**config.mk**
```make
export PLATFORM = sky130hd
export DESIGN_NAME = instr_fsm
export DESIGN_NICKNAME = d
export VERILOG_FILES = /design/src/rtl/instr_fsm.sv
export SDC_FILE = /design/constraint.sdc
export NUM_CORES = 1
export LEC_CHECK = 0
export BUFFER_PORTS_ARGS = -buffer_cell sky130_fd_sc_hd__buf_2
export CORE_AREA = 2 2 39 41
export CTS_CLUSTER_DIAMETER = 150
export DETAILED_ROUTE_END_ITERATION = 8
export DIE_AREA = 0 0 41 43
export PLACE_DENSITY = 0.68
export SLEW_MARGIN = 20
export SYNTH_ARGS = -nofsm -noshare
export SYNTH_HDL_FRONTEND = slang
export SYNTH_SLANG_ARGS = --single-unit
export TNS_END_PERCENT = 5
```
**constraint.sdc**
```tcl
create_clock -name clk -period 2.9 [get_ports clk]
set_input_delay 0.29 -clock clk [delete_from_list [all_inputs] [get_ports clk]]
set_output_delay 0.29 -clock clk [all_outputs]
set_load 0.01 [all_outputs]
```
**src/rtl/instr_fsm.sv**
```systemverilog
// -----------------------------------------------------------------------------
// instr_fsm
//
// Multi-cycle control sequencer for the simple 16-bit RISC datapath. When a
// start request is accepted in WAIT, the instruction's opcode and op fields are
// captured. The FSM then steps through register-file reads into the A/B operand
// registers, the ALU compute or compare cycle, and register write-back. All
// outputs are Moore outputs, decoded from the current state and the captured
// instruction fields.
//
// Ports:
//   clk      in   1  rising-edge clock
//   reset    in   1  synchronous, active-high; returns the FSM to WAIT
//   s        in   1  start request, honoured only in WAIT
//   opcode   in   3  instruction bits [15:13], captured when s is accepted
//   op       in   2  instruction bits [12:11], captured when s is accepted
//   w        out  1  idle in WAIT and ready for s
//   nsel     out  3  one-hot register select: 001=Rn, 010=Rd, 100=Rm
//   vsel     out  2  write-back source: 00=C register, 01=sign-extended imm8
//   write    out  1  register-file write enable
//   loada    out  1  load A operand register
//   loadb    out  1  load B operand register
//   asel     out  1  force ALU A input to zero
//   bsel     out  1  shifted-B path select (unused by this ISA subset, tied 0)
//   loadc    out  1  load C result register
//   loads    out  1  load status (Z) register
//   alu_op   out  2  ALU op: 00 add, 01 sub, 10 and, 11 not-B
// -----------------------------------------------------------------------------
module instr_fsm (
    input  logic       clk,
    input  logic       reset,
    input  logic       s,
    input  logic [2:0] opcode,
    input  logic [1:0] op,
    output logic       w,
    output logic [2:0] nsel,
    output logic [1:0] vsel,
    output logic       write,
    output logic       loada,
    output logic       loadb,
    output logic       asel,
    output logic       bsel,
    output logic       loadc,
    output logic       loads,
    output logic [1:0] alu_op
);

    typedef enum logic [2:0] {
        ST_WAIT,
        ST_DECODE,
        ST_WRITE_IMM,
        ST_GET_A,
        ST_GET_B,
        ST_COMPUTE,
        ST_CMP_S,
        ST_WRITE_REG
    } state_e;

    localparam logic [2:0] OPC_MOV = 3'b110;
    localparam logic [2:0] OPC_ALU = 3'b101;

    localparam logic [1:0] OP_ADD = 2'b00;
    localparam logic [1:0] OP_CMP = 2'b01;
    localparam logic [1:0] OP_AND = 2'b10;
    localparam logic [1:0] OP_MVN = 2'b11;
    localparam logic [1:0] OP_IMM = 2'b10;   // MOV Rn,#imm8 under OPC_MOV
    localparam logic [1:0] OP_REG = 2'b00;   // MOV Rd,Rm under OPC_MOV

    localparam logic [2:0] NSEL_RN = 3'b001;
    localparam logic [2:0] NSEL_RD = 3'b010;
    localparam logic [2:0] NSEL_RM = 3'b100;

    localparam logic [1:0] VSEL_C   = 2'b00;
    localparam logic [1:0] VSEL_IMM = 2'b01;

    state_e     state_q, state_d;
    logic [2:0] opcode_q;
    logic [1:0] op_q;
    logic       accept;

    // The instruction is captured only when a start request meets an idle FSM.
    assign accept = (state_q == ST_WAIT) && s;

    // -------------------------------------------------------------------------
    // State and instruction registers
    // -------------------------------------------------------------------------
    // NOTE: sequential state uses non-blocking assignments so every register
    // samples pre-edge values, independent of statement order.
    always_ff @(posedge clk) begin
        if (reset) begin
            state_q  <= ST_WAIT;
            opcode_q <= 3'b000;
            op_q     <= 2'b00;
        end else begin
            state_q <= state_d;
            if (accept) begin
                opcode_q <= opcode;
                op_q     <= op;
            end
        end
    end

    // -------------------------------------------------------------------------
    // Next-state logic
    // -------------------------------------------------------------------------
    // NOTE: every combinational output gets a default before the case so no
    // path leaves it unassigned, which would infer a latch.
    always_comb begin
        state_d = state_q;
        unique case (state_q)
            ST_WAIT: begin
                if (s) state_d = ST_DECODE;
            end
            ST_DECODE: begin
                case ({opcode_q, op_q})
                    {OPC_MOV, OP_IMM}: state_d = ST_WRITE_IMM;
                    {OPC_MOV, OP_REG},
                    {OPC_ALU, OP_MVN}: state_d = ST_GET_B;
                    {OPC_ALU, OP_ADD},
                    {OPC_ALU, OP_AND},
                    {OPC_ALU, OP_CMP}: state_d = ST_GET_A;
                    default:           state_d = ST_WAIT;
                endcase
            end
            ST_GET_A: state_d = ST_GET_B;
            ST_GET_B: begin
                // CMP only updates status; everything else produces a result.
                if (opcode_q == OPC_ALU && op_q == OP_CMP) state_d = ST_CMP_S;
                else                                       state_d = ST_COMPUTE;
            end
            ST_COMPUTE:   state_d = ST_WRITE_REG;
            ST_WRITE_IMM,
            ST_CMP_S,
            ST_WRITE_REG: state_d = ST_WAIT;
            default:      state_d = ST_WAIT;
        endcase
    end

    // -------------------------------------------------------------------------
    // Moore output decode
    // -------------------------------------------------------------------------
    always_comb begin
        w      = 1'b0;
        nsel   = 3'b000;
        vsel   = VSEL_C;
        write  = 1'b0;
        loada  = 1'b0;
        loadb  = 1'b0;
        asel   = 1'b0;
        bsel   = 1'b0;
        loadc  = 1'b0;
        loads  = 1'b0;
        alu_op = OP_ADD;
        unique case (state_q)
            ST_WAIT: w = 1'b1;
            ST_DECODE: ;
            ST_WRITE_IMM: begin
                nsel  = NSEL_RN;
                vsel  = VSEL_IMM;
                write = 1'b1;
            end
            ST_GET_A: begin
                nsel  = NSEL_RN;
                loada = 1'b1;
            end
            ST_GET_B: begin
                nsel  = NSEL_RM;
                loadb = 1'b1;
            end
            ST_COMPUTE: begin
                loadc  = 1'b1;
                // MOV Rd,Rm is ADD with A forced to zero; MVN ignores A too.
                asel   = (opcode_q == OPC_MOV) ||
                         (opcode_q == OPC_ALU && op_q == OP_MVN);
                alu_op = op_q;
            end
            ST_CMP_S: begin
                loads  = 1'b1;
                alu_op = OP_CMP;
            end
            ST_WRITE_REG: begin
                nsel  = NSEL_RD;
                vsel  = VSEL_C;
                write = 1'b1;
            end
            default: ;
        endcase
    end

endmodule

```
==> flow_summary_export.csv <==
group,metric,value,unit
cts,cts_resized,0,
synthesis,yosys.cell_count.top_type,"nor2_1",
worst_setup_path,worst_setup_path_end_kind,"output pin",
global_routing,grt_start_max_net_pins,15,
synthesis,ys_warn_count,0,
pwr,power.density,382,mW/mm²
placement,place_congestion,0.742,
cts,clkTransAtPathRegs,60,ps
detailed_routing,first_pass_iters,4,
synthesis,synth_cell_types,28,
synthesis,syn_area,515,µm²
die,start_util,37.3,%
die,dieArea,0.00176,mm²
sta,layout_min_cycle_time,1830,ps
die,row_count,14,
sta,fin_crit_sh,62.9,%
flow_run,cap_violations,0,
worst_setup_path,required,2610,ps
global_routing,first_global_vias,390,
cts,cts_root_buf,"clkbuf_4",
pwr,power,0.241,mW
global_routing,grt_usage,13.3,%
synthesis,synth_top_area_share,31.1,%
worst_setup_path,critPathKind,"register to output pin",
synthesis,synth_edf_count,0,
synthesis,synth_adder_area_share,0,%
pwr,power_leakage,0.345,nW
synthesis,syn-instance-count,60,
sta,finalHoldViolCount,0,
die,die_w,41,µm
detailed_routing,via_count,472,
placement,portBuffers,20,
pwr,irDropWorstVdd,0.231,mV
global_routing,antenna_found_initial,0,
global_routing,grt_pass1_wl,1630,µm
sta,tns,0,ps
sta,rsz0062_at_grt,"false",
worst_setup_path,worst_setup_path_start_kind,"register",
hold_path,hold_path_class,"input port to register",
synthesis,postSynthAreaPerCell,8.59,µm²
finish,layout-drive-gt1-share,32.1,%
synthesis,synth-compound-area-share,14.6,%
synthesis,ys.flop_type,"dfxtp_1",
detailed_routing,drc,0,
detailed_routing,drt-initial-drc-count,4,
detailed_routing,wl_per_cell,10.9,µm
synthesis,synth_top_cell_by_area,"dfxtp_1",
worst_setup_path,r2r_start,"state_q[0]$_SDFFE_PP0P_",
cts,hold_buffers,0,
sta,finalSetupViolations,0,
synthesis,synth_top_family_by_area,"simple AND/OR/NAND/NOR gates",
synthesis,synthSimpleGateAreaFrac,37.6,%
synthesis,synth.area.mux_share,9.71,%
cts,clk_path_buf_depth,2,
hold_path,hp-start,"opcode[0]",
detailed_routing,via_per_inst,5.02,
finish,nNetsFinal,88,
placement,hpwlAfterDp,743,µm
cts,htree_levels,1,
cts,numCtsBuffers,3,
die,coreArea,0.00138,mm²
synthesis,ys_ff_latch,8,
sta,max_freq,548,MHz
sta,report.final.slew_viol_count,0,
worst_setup_path,startpoint,"state_q[0]$_SDFFE_PP0P_",
die,die_h,43,µm
finish,area_growth,22.1,%
synthesis,ys_seq_area_share,31.1,%
sta,clock_skew,5.16,ps
run_status,status,"finished, final reports clean",
cts,cts_sinks,8,
die,pin_count,23,
finish,antennaDiodeCount,0,
sta,holdWs,268,ps
synthesis,synthTopCellsByCount,"9 x nor2_1, 8 x dfxtp_1, 5 x mux2i_1, 5 x nor2b_1, 4 x nand2_1",
worst_setup_path,arrival,1530,ps
synthesis,synthXorXnorAreaFrac,0,%
worst_setup_path,crit_path_max_fanout,14,
synthesis,async_flop_share,0,%
cts,cts_tree,"built",
detailed_routing,routed_wl,1030,µm
cts,postCtsSetupBuffers,0,
global_routing,grt.overflow.total,0,
cts,insertion_delay,250,ps
synthesis,post_synth_main_area_contributors,"dfxtp_1 31%, mux2i_1 9.7%, nor2_1 6.6%",
detailed_routing,ant_nets,0,
## state kept, by name (all words and copies together), names as in the netlist
register  flops
opcode_q      3
state_q       3
op_q          2
## power by group
part	leakage (nW)	internal [mW]	total, mW	switching, mW
Clock	0.0138	0.0475	0.0866	0.0391
Sequential	0.0655	0.115	0.125	0.00991
Combinational	0.266	0.0165	0.0286	0.0121
## final cells by class
cell class	count	area, µm²
fillers	147	754
multi-input cells	47	327
flip-flops and latches	8	160
repair buffers	20	100
clock buffers	3	22.5
well taps	16	20.0
## metrics by stage
stage          std cells  area [µm²]  setup WS (ps)  utilization [%]
2_1_floorplan         61         519           1490                -
3_3_place_gp          91         607           1430             43.9
3_5_place_dp          91         607           1350             43.9
4_1_cts               94         629           1080             45.5
5_1_grt               94         629            978             45.5
6_report              94         629           1080             45.5
## logic make-up (layout without fill, tap and decap cells)
family / Yosys count / after routing
mux: 5 / 5
buf+inv: 6 / 23
compound gates: 9 / 9
flops: 8 / 8
simple gates: 31 / 31
other cells: 1 / 2
## per-layer routing
metal	global-route usage, %	share of wire, %
met5	0	0
met4	8.00	0.39
met3	1.57	5.8
met2	18.4	47
met1	19.1	47
## critical path, cell delays in order, from the launching register on
cell     delay, ps
dfxtp_1        610
nand2_1        160
nor2_1         220
o211a_1        170
buf_2          120
## path summary, 6_finish.rpt
kind,endpoint,slack [ps],cells past startpoint
setup / recovery,asel,1080,4
hold / removal,opcode_q[0]$_SDFFE_PP0P_,270,3
hold reg to reg,state_q[2]$_SDFFE_PP0P_,540,2
setup reg to reg,opcode_q[1]$_SDFFE_PP0P_,1500,3
## placed cells by master, fill, tap and decap left out, drive strengths merged
cell / Yosys / final
a21boi: 1 / 1
a211oi: 1 / 1
nor2: 9 / 9
a21o: 1 / 1
o21ai: 1 / 1
nor2b: 5 / 5
buf: 5 / 20
o211a: 2 / 2
a311oi: 1 / 1
mux2i: 5 / 5
nor3b: 2 / 2
or2: 1 / 1
and3b: 2 / 2
nand2: 4 / 4
clkbuf: 1 / 3
dfxtp: 8 / 8
a311o: 1 / 1
and2: 2 / 2
conb: 1 / 2
nor3: 1 / 1
and4b: 1 / 1
and3: 1 / 1
nand4b: 1 / 1
nor4b: 2 / 2
o2111ai: 1 / 1
(Power assumes the default switching activity.)
